==> config.mk <==
export PLATFORM = sky130hd
export DESIGN_NAME = dsec_stream_ctrl
export DESIGN_NICKNAME = d
export VERILOG_FILES = /design/src/rtl/dsec_pkg.sv /design/src/rtl/dsec_out_fifo.sv /design/src/rtl/dsec_stream_ctrl.sv
export SDC_FILE = /design/constraint.sdc
export NUM_CORES = 1
export LEC_CHECK = 0
export CAP_MARGIN = 5
export CORE_ASPECT_RATIO = 0.6
export CORE_UTILIZATION = 55
export CTS_BUF_LIST = sky130_fd_sc_hd__clkbuf_8 sky130_fd_sc_hd__clkbuf_16
export DETAILED_ROUTE_END_ITERATION = 12
export GPL_TIMING_DRIVEN = 0
export PLACE_DENSITY = 0.88
export SLEW_MARGIN = 20
export SYNTH_ARGS = -nofsm -noshare
export SYNTH_HDL_FRONTEND = slang
export SYNTH_HIERARCHICAL = 1
export SYNTH_SLANG_ARGS = --single-unit
==> constraint.sdc <==
create_clock -name clk -period 9.8 [get_ports clk]
set_clock_uncertainty 0.15 [all_clocks]
set_input_delay 2.94 -clock clk [delete_from_list [all_inputs] [get_ports clk]]
set_output_delay 2.94 -clock clk [all_outputs]
set_load 0.005 [all_outputs]
==> src/rtl/dsec_pkg.sv <==
// Shared types and constants for the data-stream compression/encryption controller.
package dsec_pkg;

    typedef enum logic [2:0] {
        ST_IDLE,
        ST_KEY,
        ST_RUN,
        ST_DRAIN,
        ST_ERR
    } state_t;

    localparam logic [7:0] ERR_NOKEY     = 8'hE1;
    localparam logic [7:0] ERR_OVERFLOW  = 8'hE2;
    localparam logic [7:0] ERR_KEY_ABORT = 8'hE3;

    // Widest data word the error-word builder supports; callers truncate to DATA_W.
    localparam int ERR_WORD_W = 256;

    function automatic logic [ERR_WORD_W-1:0] err_word(input logic [7:0] code);
        return {{(ERR_WORD_W-8){1'b0}}, code};
    endfunction

endpackage

==> src/rtl/dsec_out_fifo.sv <==
// Output FIFO for core results: registered head word, occupancy count, flush.
module dsec_out_fifo #(
    parameter int DATA_W = 64,
    parameter int DEPTH  = 8
) (
    input  logic                     clk,
    input  logic                     rst,
    input  logic                     push,
    input  logic                     pop,
    input  logic                     flush,
    input  logic [DATA_W-1:0]        wdata,
    output logic [DATA_W-1:0]        head,
    output logic [$clog2(DEPTH):0]   count,
    output logic                     full,
    output logic                     empty
);

    localparam int AW = $clog2(DEPTH);
    localparam int CW = AW + 1;

    logic [DATA_W-1:0] mem [DEPTH];
    logic [AW-1:0]     rd_ptr, wr_ptr, rd_nxt, wr_nxt;
    logic [CW-1:0]     cnt, cnt_nxt;
    logic [DATA_W-1:0] head_q, head_nxt;
    logic              do_push, do_pop;

    assign full  = (cnt == CW'(DEPTH));
    assign empty = (cnt == '0);
    assign count = cnt;
    assign head  = head_q;

    always_comb begin
        do_push = push && (!full || pop);
        do_pop  = pop && !empty;
        rd_nxt  = rd_ptr + AW'(do_pop);
        wr_nxt  = wr_ptr + AW'(do_push);
        cnt_nxt = cnt + CW'(do_push) - CW'(do_pop);
        // The next head is either already stored or is the word being written this cycle.
        if (cnt_nxt == '0)
            head_nxt = '0;
        else if (do_push && (rd_nxt == wr_ptr))
            head_nxt = wdata;
        else
            head_nxt = mem[rd_nxt];
    end

    always_ff @(posedge clk or negedge rst) begin
        if (!rst) begin
            rd_ptr <= '0;
            wr_ptr <= '0;
            cnt    <= '0;
            head_q <= '0;
        end else if (flush) begin
            rd_ptr <= '0;
            wr_ptr <= '0;
            cnt    <= '0;
            head_q <= '0;
        end else begin
            rd_ptr <= rd_nxt;
            wr_ptr <= wr_nxt;
            cnt    <= cnt_nxt;
            head_q <= head_nxt;
        end
    end

    always_ff @(posedge clk) begin
        if (do_push && !flush)
            mem[wr_ptr] <= wdata;
    end

endmodule

==> src/rtl/dsec_stream_ctrl.sv <==
// Stream controller: key loading, host-to-core beat gating, output buffering and sticky errors.
module dsec_stream_ctrl
    import dsec_pkg::*;
#(
    parameter int DATA_W       = 64,
    parameter int NUM_KEYS     = 3,
    parameter int DEPTH        = 8,
    parameter int STALL_MARGIN = 2
) (
    input  logic                         clk,
    input  logic                         rst,
    input  logic                         err_clr,
    input  logic [DATA_W-1:0]            data_in,
    input  logic                         key_config,
    input  logic                         in_valid,
    output logic                         rdy,
    output logic [DATA_W-1:0]            data_out,
    output logic                         out_valid,
    input  logic                         out_rcvd,
    output logic                         error,
    output logic [NUM_KEYS*DATA_W-1:0]   keys,
    output logic                         keys_valid,
    output logic [DATA_W-1:0]            core_data,
    output logic                         core_valid,
    input  logic                         core_rdy,
    input  logic                         core_idle,
    input  logic [DATA_W-1:0]            core_out,
    input  logic                         core_out_valid,
    output logic                         core_stall
);

    localparam int CW    = $clog2(DEPTH) + 1;
    localparam int IDX_W = (NUM_KEYS > 1) ? $clog2(NUM_KEYS) : 1;
    localparam logic [IDX_W-1:0] LAST_IDX = IDX_W'(NUM_KEYS - 1);

    state_t                     state, state_nxt;
    logic [7:0]                 code, code_nxt;
    logic [IDX_W-1:0]           idx;
    logic [NUM_KEYS*DATA_W-1:0] key_q;
    logic                       kv;
    logic                       accept, in_err;
    logic                       key_we, kv_set, kv_clr;
    logic [IDX_W-1:0]           key_sel;
    logic                       fifo_push, fifo_pop, fifo_flush;
    logic                       fifo_full, fifo_empty, overflow;
    logic [CW-1:0]              fifo_count;
    logic [DATA_W-1:0]          fifo_head;

    assign in_err     = (state == ST_ERR);
    assign accept     = in_valid && rdy;
    assign fifo_pop   = !fifo_empty && out_rcvd && !in_err;
    assign fifo_push  = core_out_valid && !in_err;
    assign overflow   = fifo_push && fifo_full && !fifo_pop;
    assign fifo_flush = in_err && err_clr;

    dsec_out_fifo #(
        .DATA_W (DATA_W),
        .DEPTH  (DEPTH)
    ) u_fifo (
        .clk   (clk),
        .rst   (rst),
        .push  (fifo_push),
        .pop   (fifo_pop),
        .flush (fifo_flush),
        .wdata (core_out),
        .head  (fifo_head),
        .count (fifo_count),
        .full  (fifo_full),
        .empty (fifo_empty)
    );

    always_ff @(posedge clk or negedge rst) begin
        if (!rst) begin
            state <= ST_IDLE;
            code  <= '0;
        end else begin
            state <= state_nxt;
            code  <= code_nxt;
        end
    end

    always_comb begin
        state_nxt = state;
        code_nxt  = code;
        case (state)
            ST_IDLE: begin
                if (accept) begin
                    if (key_config) begin
                        state_nxt = (NUM_KEYS == 1) ? ST_RUN : ST_KEY;
                    end else begin
                        state_nxt = ST_ERR;
                        code_nxt  = ERR_NOKEY;
                    end
                end
            end
            ST_KEY: begin
                if (accept) begin
                    if (key_config) begin
                        state_nxt = ST_ERR;
                        code_nxt  = ERR_KEY_ABORT;
                    end else if (idx == LAST_IDX) begin
                        state_nxt = ST_RUN;
                    end
                end
            end
            ST_RUN: begin
                if (in_valid && key_config)
                    state_nxt = ST_DRAIN;
            end
            ST_DRAIN: begin
                if (accept)
                    state_nxt = (NUM_KEYS == 1) ? ST_RUN : ST_KEY;
            end
            ST_ERR: begin
                if (err_clr)
                    state_nxt = ST_IDLE;
            end
            default: state_nxt = ST_IDLE;
        endcase
        // A protocol error raised in the same cycle outranks a FIFO overflow.
        if (overflow && (state_nxt != ST_ERR)) begin
            state_nxt = ST_ERR;
            code_nxt  = ERR_OVERFLOW;
        end
    end

    always_comb begin
        rdy        = 1'b0;
        core_valid = 1'b0;
        key_we     = 1'b0;
        key_sel    = '0;
        kv_set     = 1'b0;
        kv_clr     = 1'b0;
        case (state)
            ST_IDLE: begin
                rdy = 1'b1;
                if (in_valid && key_config) begin
                    key_we = 1'b1;
                    kv_set = (NUM_KEYS == 1);
                end
            end
            ST_KEY: begin
                rdy = 1'b1;
                if (in_valid && !key_config) begin
                    key_we  = 1'b1;
                    key_sel = idx;
                    kv_set  = (idx == LAST_IDX);
                end
            end
            ST_RUN: begin
                rdy        = core_rdy && !key_config;
                core_valid = in_valid && core_rdy && !key_config;
            end
            ST_DRAIN: begin
                rdy = core_idle && fifo_empty;
                if (in_valid && core_idle && fifo_empty) begin
                    key_we = 1'b1;
                    if (NUM_KEYS == 1)
                        kv_set = 1'b1;
                    else
                        kv_clr = 1'b1;
                end
            end
            ST_ERR: begin
                kv_clr = err_clr;
            end
            default: ;
        endcase
    end

    always_ff @(posedge clk or negedge rst) begin
        if (!rst) begin
            key_q <= '0;
            idx   <= '0;
            kv    <= 1'b0;
        end else begin
            if (key_we) begin
                key_q[key_sel*DATA_W +: DATA_W] <= data_in;
                idx <= (key_sel == LAST_IDX) ? '0 : key_sel + IDX_W'(1);
            end
            if (kv_clr)
                kv <= 1'b0;
            else if (kv_set)
                kv <= 1'b1;
        end
    end

    assign keys       = key_q;
    assign keys_valid = kv;
    assign error      = in_err;
    assign core_data  = data_in;
    assign out_valid  = in_err || !fifo_empty;
    assign data_out   = in_err ? DATA_W'(err_word(code)) : fifo_head;
    assign core_stall = (CW'(DEPTH) - fifo_count) <= CW'(STALL_MARGIN);

endmodule

### Word level (Yosys, flattened, before mapping)

Memory sizes are Yosys's and may differ from the RTL's.
Index checks and enable logic that the tools add are counted.

| storage, ports and cells | value |
|---|---|
| register bits | 280 |
| memory bits (writable) | 512 |
| output and inout bits | 326 |
| memories kept | 1 |

| cells by class | value |
|---|---|
| add/sub/neg operators | 7 |
| $lt $le $gt $ge | 1 |
| equal/unequal tests | 13 |
| shift-type cells | 2 |
| mux-type cells | 40 |
| reductions and logical operators | 35 |

Memory list:

| memory | depth | bits a word | read ports | clocked after memory_dff | wr ports | RTL line | text |
|---|---|---|---|---|---|---|---|
| u_fifo.mem | 8 | 64 | 1 | 0 | 1 | dsec_out_fifo.sv:21 | `logic [DATA_W-1:0] mem [DEPTH];` |

Operators by type and width:

| cell | count |
|---|---|
| $mux W64 | 4 |
| $bwmux W192 | 1 |
| $shift A64 B34 Y192 const A | 1 |
| $shiftx A64 B34 Y192 | 1 |
| $mux W8 | 5 |
| $neg A8 Y34 | 1 |
| $mux W3 | 11 |
| $logic_and A1 B1 Y1 | 20 |
| $pmux W8 S2 | 1 |
| $ne A3 B3 Y1 const B | 5 |
| $pmux W3 S5 | 1 |
| $mux W1 | 10 |
| $logic_not A4 Y1 | 2 |
| $add A3 B1 Y3 | 2 |
| $eq A3 B2 Y1 const B | 2 |
| $logic_not A1 Y1 | 6 |
| $mux W2 | 3 |
| $pmux W1 S3 | 2 |
| $reduce_and A5 Y1 | 1 |
| $add A4 B1 Y4 | 1 |
| $eq A2 B2 Y1 const B | 2 |
| $eq A4 B4 Y1 const B | 1 |
| $le A4 B2 Y1 const B | 1 |
| $mux W4 | 1 |
| other kinds (12) | 13 |

### Logic depth before layout (Yosys ltp)

Gate-level depths: netlist of the first run.

| depth | value |
|---|---|
| depth after elaboration | 11 |
| gate-level depth with buffers | 16 |
| mapped depth without buffers | 14 |

### Hierarchy

The synthesis of the first run kept the hierarchy.

By module, submodules not included:

| module | times used | cells an instance | area an instance (um^2) |
|---|---|---|---|
| dsec_out_fifo | 1 | 1,305 | 22,713.0 |
| dsec_stream_ctrl | 1 | 956 | 10,607.7 |

### Least setup slack after synthesis of the first run

Ideal clock, no wire load.

| path | value |
|---|---|
| kind | input to register |
| start | input out_rcvd |
| end | memory u_fifo.mem[1][0], enable pin |
| library setup time | 644 ps |
| arrival | 9,544 ps |
| data required time | 9,006 ps |
| setup slack | -538 ps |
| cell stages on the path | 5 |
| buffers on the path | 0 |
| cells stage by stage | nand2b_1 nor2_1 o21a_4 nand2_1 nor4_1 |

| between the ends | value |
|---|---|
| cells in the longest elaborated chain, start to end | 7 |

RTL lines:

| item | RTL line | text |
|---|---|---|
| start, declared | dsec_stream_ctrl.sv:19 | `input logic out_rcvd,` |
| $logic_and A1 B1 Y1 (2 in a row) | dsec_stream_ctrl.sv:51 | `assign fifo_pop = !fifo_empty && out_rcvd && !in_err;` |
| named net fifo_pop | dsec_stream_ctrl.sv:44 | `logic fifo_push, fifo_pop, fifo_flush;` |
| $logic_or A1 B1 Y1 | dsec_out_fifo.sv:33 | `do_push = push && (!full \|\| pop);` |
| $logic_and A1 B1 Y1 | dsec_out_fifo.sv:33 |  |
| $logic_and A1 B1 Y1 | dsec_out_fifo.sv:67 | `if (do_push && !flush)` |
| $mux W1 | dsec_out_fifo.sv:67 |  |
| $mux W1 (not written as such) | dsec_out_fifo.sv:68 | `mem[wr_ptr] <= wdata;` |
| end, declared | dsec_out_fifo.sv:21 |  |

The timed path passes the listed nets, and every way through them passes these cells.

### Worst setup path in the final report of the first run

| path | value |
|---|---|
| start | input in_valid |
| end | output core_valid |

| between the ends | value |
|---|---|
| cells in the longest elaborated chain, start to end | 3 |

RTL lines:

| item | RTL line | text |
|---|---|---|
| start, declared | dsec_stream_ctrl.sv:15 | `input logic in_valid,` |
| $logic_and A1 B1 Y1 (2 in a row) | dsec_stream_ctrl.sv:152 | `core_valid = in_valid && core_rdy && !key_config;` |
| $mux W1 | dsec_stream_ctrl.sv:134 | `case (state)` |
| end, declared | dsec_stream_ctrl.sv:24 | `output logic core_valid,` |

No other way between the ends.

==> results of run 1 <==
[worst max-delay path, stage by stage]
cell and delay [ps]:
clkdlybuf4s50_1 540, buf_4 200, nand3b_1 120, nor2_1 210
clkdlybuf4s50_1 610
[through the flow]
step | setup TNS (ps) | instances | util | hold slack [ps] | cell area, um^2
global placement | -3355020 | 3503 | 0.654 | 311 | 38900
detailed placement | 0 | 3564 | 0.665 | 315 | 39600
global route | 0 | 3697 | 0.705 | 367 | 42000
finish | 0 | 3699 | 0.705 | 332 | 42000
floorplan | -65500 | 2261 | - | 289 | 33300
CTS | 0 | 3696 | 0.705 | 335 | 42000
[flip-flops by register name, summed over array words and instances, names as in the netlist]
signal,count
code,3
idx,2
keys,192
keys_valid,1
state,3
u_fifo/count,4
u_fifo/head,64
u_fifo/mem,512
u_fifo/rd_ptr,3
u_fifo/wr_ptr,3
[worst paths after layout]
path / from / end / cells past startpoint
worst min register to register: code[6] / code[6] / 1
max in group asynchronous: rst / u_fifo/head[46] / 3
worst max-delay path: in_valid / core_valid / 5
min in group asynchronous: rst / keys[148] / 1
worst max register to register: state[0] / u_fifo/mem[6][30] / 15
worst min-delay path: code[6] / code[6] / 1
[kinds of logic after synthesis]
family | synth area share
DFF | 0.668
AOI/OAI and AO/OA | 0.0904
muxes | 0.121
and+or+nand+nor | 0.0544
buffers and inverters | 0.0569
adders and majority gates | 0.00623
xor gates and xnor gates | 0.00338
[layer usage]
metal	up-vias	GRT usage	share of wire
met3	288	0.0844	0.11
met2	1489	0.463	0.46
met5	-	0	0.00032
met1	11500	0.431	0.39
li1	9642	-	-
met4	6	0.117	0.039
[final cells by class]
cell class,instances,area [um^2]
diodes,3,7.51
multi-input cells,1155,9230
flip-flops and latches,787,22300
repair buffers,522,5210
clock buffers,88,2040
fillers,3669,17500
plain buffers,238,1590
inverters,81,304
clock inverters,44,343
well taps,781,977
[cells in the final DEF, fill, tap and decap left out, drive strengths merged, types with 4 or more instances in the layout]
master / synthesis / routed
edfxtp: 512 / 512
clkdlybuf4s50: 0 / 460
dfrtp: 275 / 275
mux2i: 256 / 256
buf: 187 / 249
clkbuf: 51 / 139
a21oi: 132 / 132
nand3: 131 / 131
mux2: 130 / 130
a22oi: 128 / 128
inv: 81 / 108
nand2: 82 / 82
a22o: 65 / 65
a2111oi: 64 / 64
and2: 63 / 63
nor2: 16 / 16
ha: 15 / 15
clkinv: 0 / 13
nor2b: 9 / 9
xnor2: 9 / 9
o21ai: 4 / 4
bufinv: 0 / 4
[power by group]
part	total (mW)	switching [mW]	leakage [nW]	internal, mW
clock	2.84	1.25	1.27	1.59
sequential	4.38	0.209	8.19	4.17
combinational	5.86	3.35	7.27	2.51
total	13.1	4.80	16.7	8.28
==> flow_summary.yaml, run 1 <==
routing:
  drt-total-wl_mm: 97.4
  vias_per_cell: 6.20
  route.detailed.drc: 0
  drt_iter0_drc: 2637
  detail_route.wl_per_cell_um: 26.3
  first_pass_iters: 6
  num_vias: 22900
  postRouteAntennaNets: 0
clock_tree:
  cts-hold-fix-buffers: 0
  postCtsSetupBuffers: 0
  clock-sinks: 787
  cts_tree: "done"
  worstSkewPairLatency_ps: 630
  cts_htree_levels: 3
  cts-root-buf: "clkbuf_16"
  cts_resized: 0
  clockBufferDepth: 3
  clk_pin_slew_worst_paths_ps: 60
  cts_buffers: 71
outcome:
  status: "finished clean"
grt:
  grt_max_degree: 99
  grt_antenna_before_repair: 5
  grt_pass1_vias: 22600
  grt_overflow: 0
  grt_pass1_wl_mm: 141
  track_usage: 0.308
die:
  die_h_um: 193
  die-area_um2: 61600
  rows: 69
  initial_utilization: 0.560
  die_w_um: 320
  boundaryPins: 463
  core_um2: 59500
synthesis:
  ys_seq_elements: 787
  synth_top_area_frac: 0.461
  yosys_warnings: 6
  synthCells: 2261
  synth_area_leaders: "edfxtp_1 46%, dfrtp_1 21%, mux2i_1 7.7%"
  syn_area_um2: 33300
  synth_edf_count: 512
  async_flop_share: 0.349
  synth.largest_area_cell: "edfxtp_1"
  ys_seq_area_frac: 0.668
  yosysUniqueCellTypes: 62
  avgSynthCellArea_um2: 14.7
  yosys-top-cells-count: "512 x edfxtp_1, 275 x dfrtp_1, 256 x mux2i_1"
  syn_nets: 2414
  post-synth-top-count-cell: "edfxtp_1"
  synth_ff_type: "edfxtp_1"
worst_setup_path:
  worstPathMaxFanout: 10
  worstSetupPathType: "in2out"
  cp_data_required_time_ps: 6710
  start_kind: "input port"
  crit_path_end_kind: "primary output"
  ff2ff_setup_slack_ps: 4970
  cp.arrival_ps: 4620
timing:
  fin_crit_ps: 7710
  layout_setup_ws_ps: 2090
  min_period_over_period: 0.787
  grt_setup_unrepaired: "false"
  hold_viol: 0
  tightest_slew_ps: 1300
  worst_slew_margin_rel: 0.110
  slew_violations: 0
  timing.fmax_mhz: 130
  setup_viol: 0
placed_design:
  dpl_worst_slack_ps: 2110
  portBuffers: 461
  globalplace.congestion: 0.927
  dp_hpwl_mm: 67.0
job:
  cap_violations: 0
worst_hold_path:
  min_path_type: "reg2reg"
final_layout:
  fin_nets: 3009
  drive_gt1_frac: 0.188
  area_growth_pct: 25.9
power_and_ir_drop:
  ir_drop_mv: 0.211
  power_density_nw_per_um2: 312
  power.leakage_nw: 16.7
  p_total_mw: 13.1
Note: power is estimated with default switching activity, not from simulation.
==> run 2, diff against run 1 <==
- CORE_UTILIZATION: 55 -> 50
- PLACE_DENSITY: 0.88 -> 0.85
- clock period: 9.8 -> 6.5 ns (I/O delays scaled with it)
==> run 2 against run 1 <==
Register-to-register slack got worse by 3500 ps. Largest power group unchanged. Critical endpoint is now keys[147]. Power is 51% higher. Critical path type is now in2reg. Flip-flop and latch count is the same.
==> flow_summary.yaml, run 2 (synthesis results as in run 1) <==
routing:
  drt-total-wl_mm: 95.8
  vias_per_cell: 5.93
  detail_route.wl_per_cell_um: 25.3
  route.detailed.drc: 0
  postRouteAntennaNets: 0
  num_vias: 22500
  drt_iter0_drc: 2332
  first_pass_iters: 6
clock_tree:
  cts_htree_levels: 3
  cts_buffers: 72
  cts-hold-fix-buffers: 0
  cts-root-buf: "clkbuf_16"
  worstSkewPairLatency_ps: 630
  clock-sinks: 787
  cts_tree: "done"
  cts_resized: 0
  clk_pin_slew_worst_paths_ps: 60
  clockBufferDepth: 3
  postCtsSetupBuffers: 0
die:
  rows: 72
  die_w_um: 335
  die-area_um2: 67700
  boundaryPins: 463
  die_h_um: 202
  initial_utilization: 0.512
  core_um2: 65100
final_layout:
  drive_gt1_frac: 0.183
  top_register: "u_fifo/mem"
  area_growth_pct: 26.7
  layout_commonest_cell: "edfxtp_1"
  fillCellCount: 4428
  ff_latch_area_um2: 22300
  largest_register_ffs: 512
  multiInputGateArea_um2: 9260
  mostFrequentLayoutCells: "512 x edfxtp_1, 460 x clkdlybuf4s50_1, 275 x dfrtp_1, 256 x mux2i_1, 131 x nand3_1"
  fin_nets: 2992
worst_setup_path:
  start_kind: "input port"
  worstSetupPathType: "in2reg"
  cp.arrival_ps: 6460
  cp_data_required_time_ps: 6900
  worstPathMaxFanout: 10
  crit_path_end_kind: "register"
grt:
  grt_max_degree: 98
  grt_antenna_before_repair: 10
  grt_overflow: 0
  track_usage: 0.280
  grt_pass1_vias: 22800
  grt_pass1_wl_mm: 142
timing:
  setup_viol: 0
  fin_crit_ps: 6050
  grt_setup_unrepaired: "false"
  timing.fmax_mhz: 165
  worst_slew_margin_rel: 0.189
  hold_slack_ps: 344
  hold_viol: 0
  slew_violations: 0
  min_period_over_period: 0.931
  tightest_slew_ps: 1190
placed_design:
  dp_hpwl_mm: 66.6
  globalplace.congestion: 0.907
  portBuffers: 461
power_and_ir_drop:
  p_total_mw: 19.8
  intPower_mw: 12.6
  p_comb_frac: 0.445
  clkPwrFrac: 0.222
  power_density_nw_per_um2: 469
  p_seq_frac: 0.332
  switchingPower_mw: 7.20
  ir_drop_mv: 0.385
  power.leakage_nw: 16.7
  sw_frac_of_total: 0.364
outcome:
  status: "finished clean"
job:
  cap_violations: 0
worst_hold_path:
  min_path_type: "reg2reg"
## run 2: cell types whose count changed in the layout (fill, tap and decap cells not counted), moves of 4 or more
cell	change
clkbuf_8	-7
diode_2	+4
buf_8	+10
inv_1	-4
bufinv_16	+5
buf_6	+5
buf_4	-15
buf_2	-19
## run 2: critical path, cell delays in order
cell             delay [ps]
clkdlybuf4s50_1         600
buf_4                   220
nor3b_4                 510
buf_4                   340
buf_6                   180
nand2_1                 140
ha_1                    360
clkbuf_1                380
clkbuf_1                420
a2111oi_0              1020
mux2_2                  310
## run 2: layout make-up
cell class	instances	share of cell area
multi-input cells	1155	0.219
flip-flops and latches	787	0.527
clock buffers	81	0.0461
inverters	81	0.00720
well taps	888	0.0263
diodes	7	0.000415
clock inverters	48	0.0118
plain buffers	238	0.0377
repair buffers	504	0.124
## run 2: stage by stage
step | setup slack, ps | setup TNS, ps | area, um^2 | util | std cells
2_1_floorplan | -162 | -20730 | 33400 | - | 2261
5_1_grt | 416 | 0 | 42200 | 0.648 | 3787
3_5_place_dp | 71.1 | 0 | 39800 | 0.610 | 3653
6_report | 447 | 0 | 42200 | 0.648 | 3789
4_1_cts | 705 | 0 | 42200 | 0.648 | 3782
3_3_place_gp | -9160 | -3508370 | 39100 | 0.600 | 3610
## run 2: routing by layer
layer  wire length, um  track usage
met1             39400        0.394
met3              8840       0.0668
met2             44400        0.425
met5                39            0
met4              3180        0.104
## run 2: power by group through the flow
| stage | Clock (mW) | Sequential (mW) | Combinational [mW] |
|---|---|---|---|
| after CTS | 4.46 | 6.58 | 8.71 |
| after global routing | 4.65 | 6.65 | 9.32 |
| after floorplan | 0 | 6.64 | 5.25 |
| after global placement | 0 | 6.71 | 8.19 |
| after detailed placement | 0 | 6.67 | 8.62 |
| final | 4.40 | 6.58 | 8.82 |
## run 2: worst paths after layout
| path | from | endpoint | slack [ps] | depth (start not counted) |
|---|---|---|---|---|
| setup / recovery | in_valid | keys[147] | 450 | 11 |
| hold / removal | keys[165] | keys[165] | 340 | 1 |
| setup reg to reg | state[0] | u_fifo/head[54] | 1490 | 15 |
| hold reg to reg | keys[165] | keys[165] | 340 | 1 |
| max in group asynchronous | rst | keys[70] | 3840 | 3 |
| min in group asynchronous | rst | u_fifo/head[35] | 1080 | 1 |
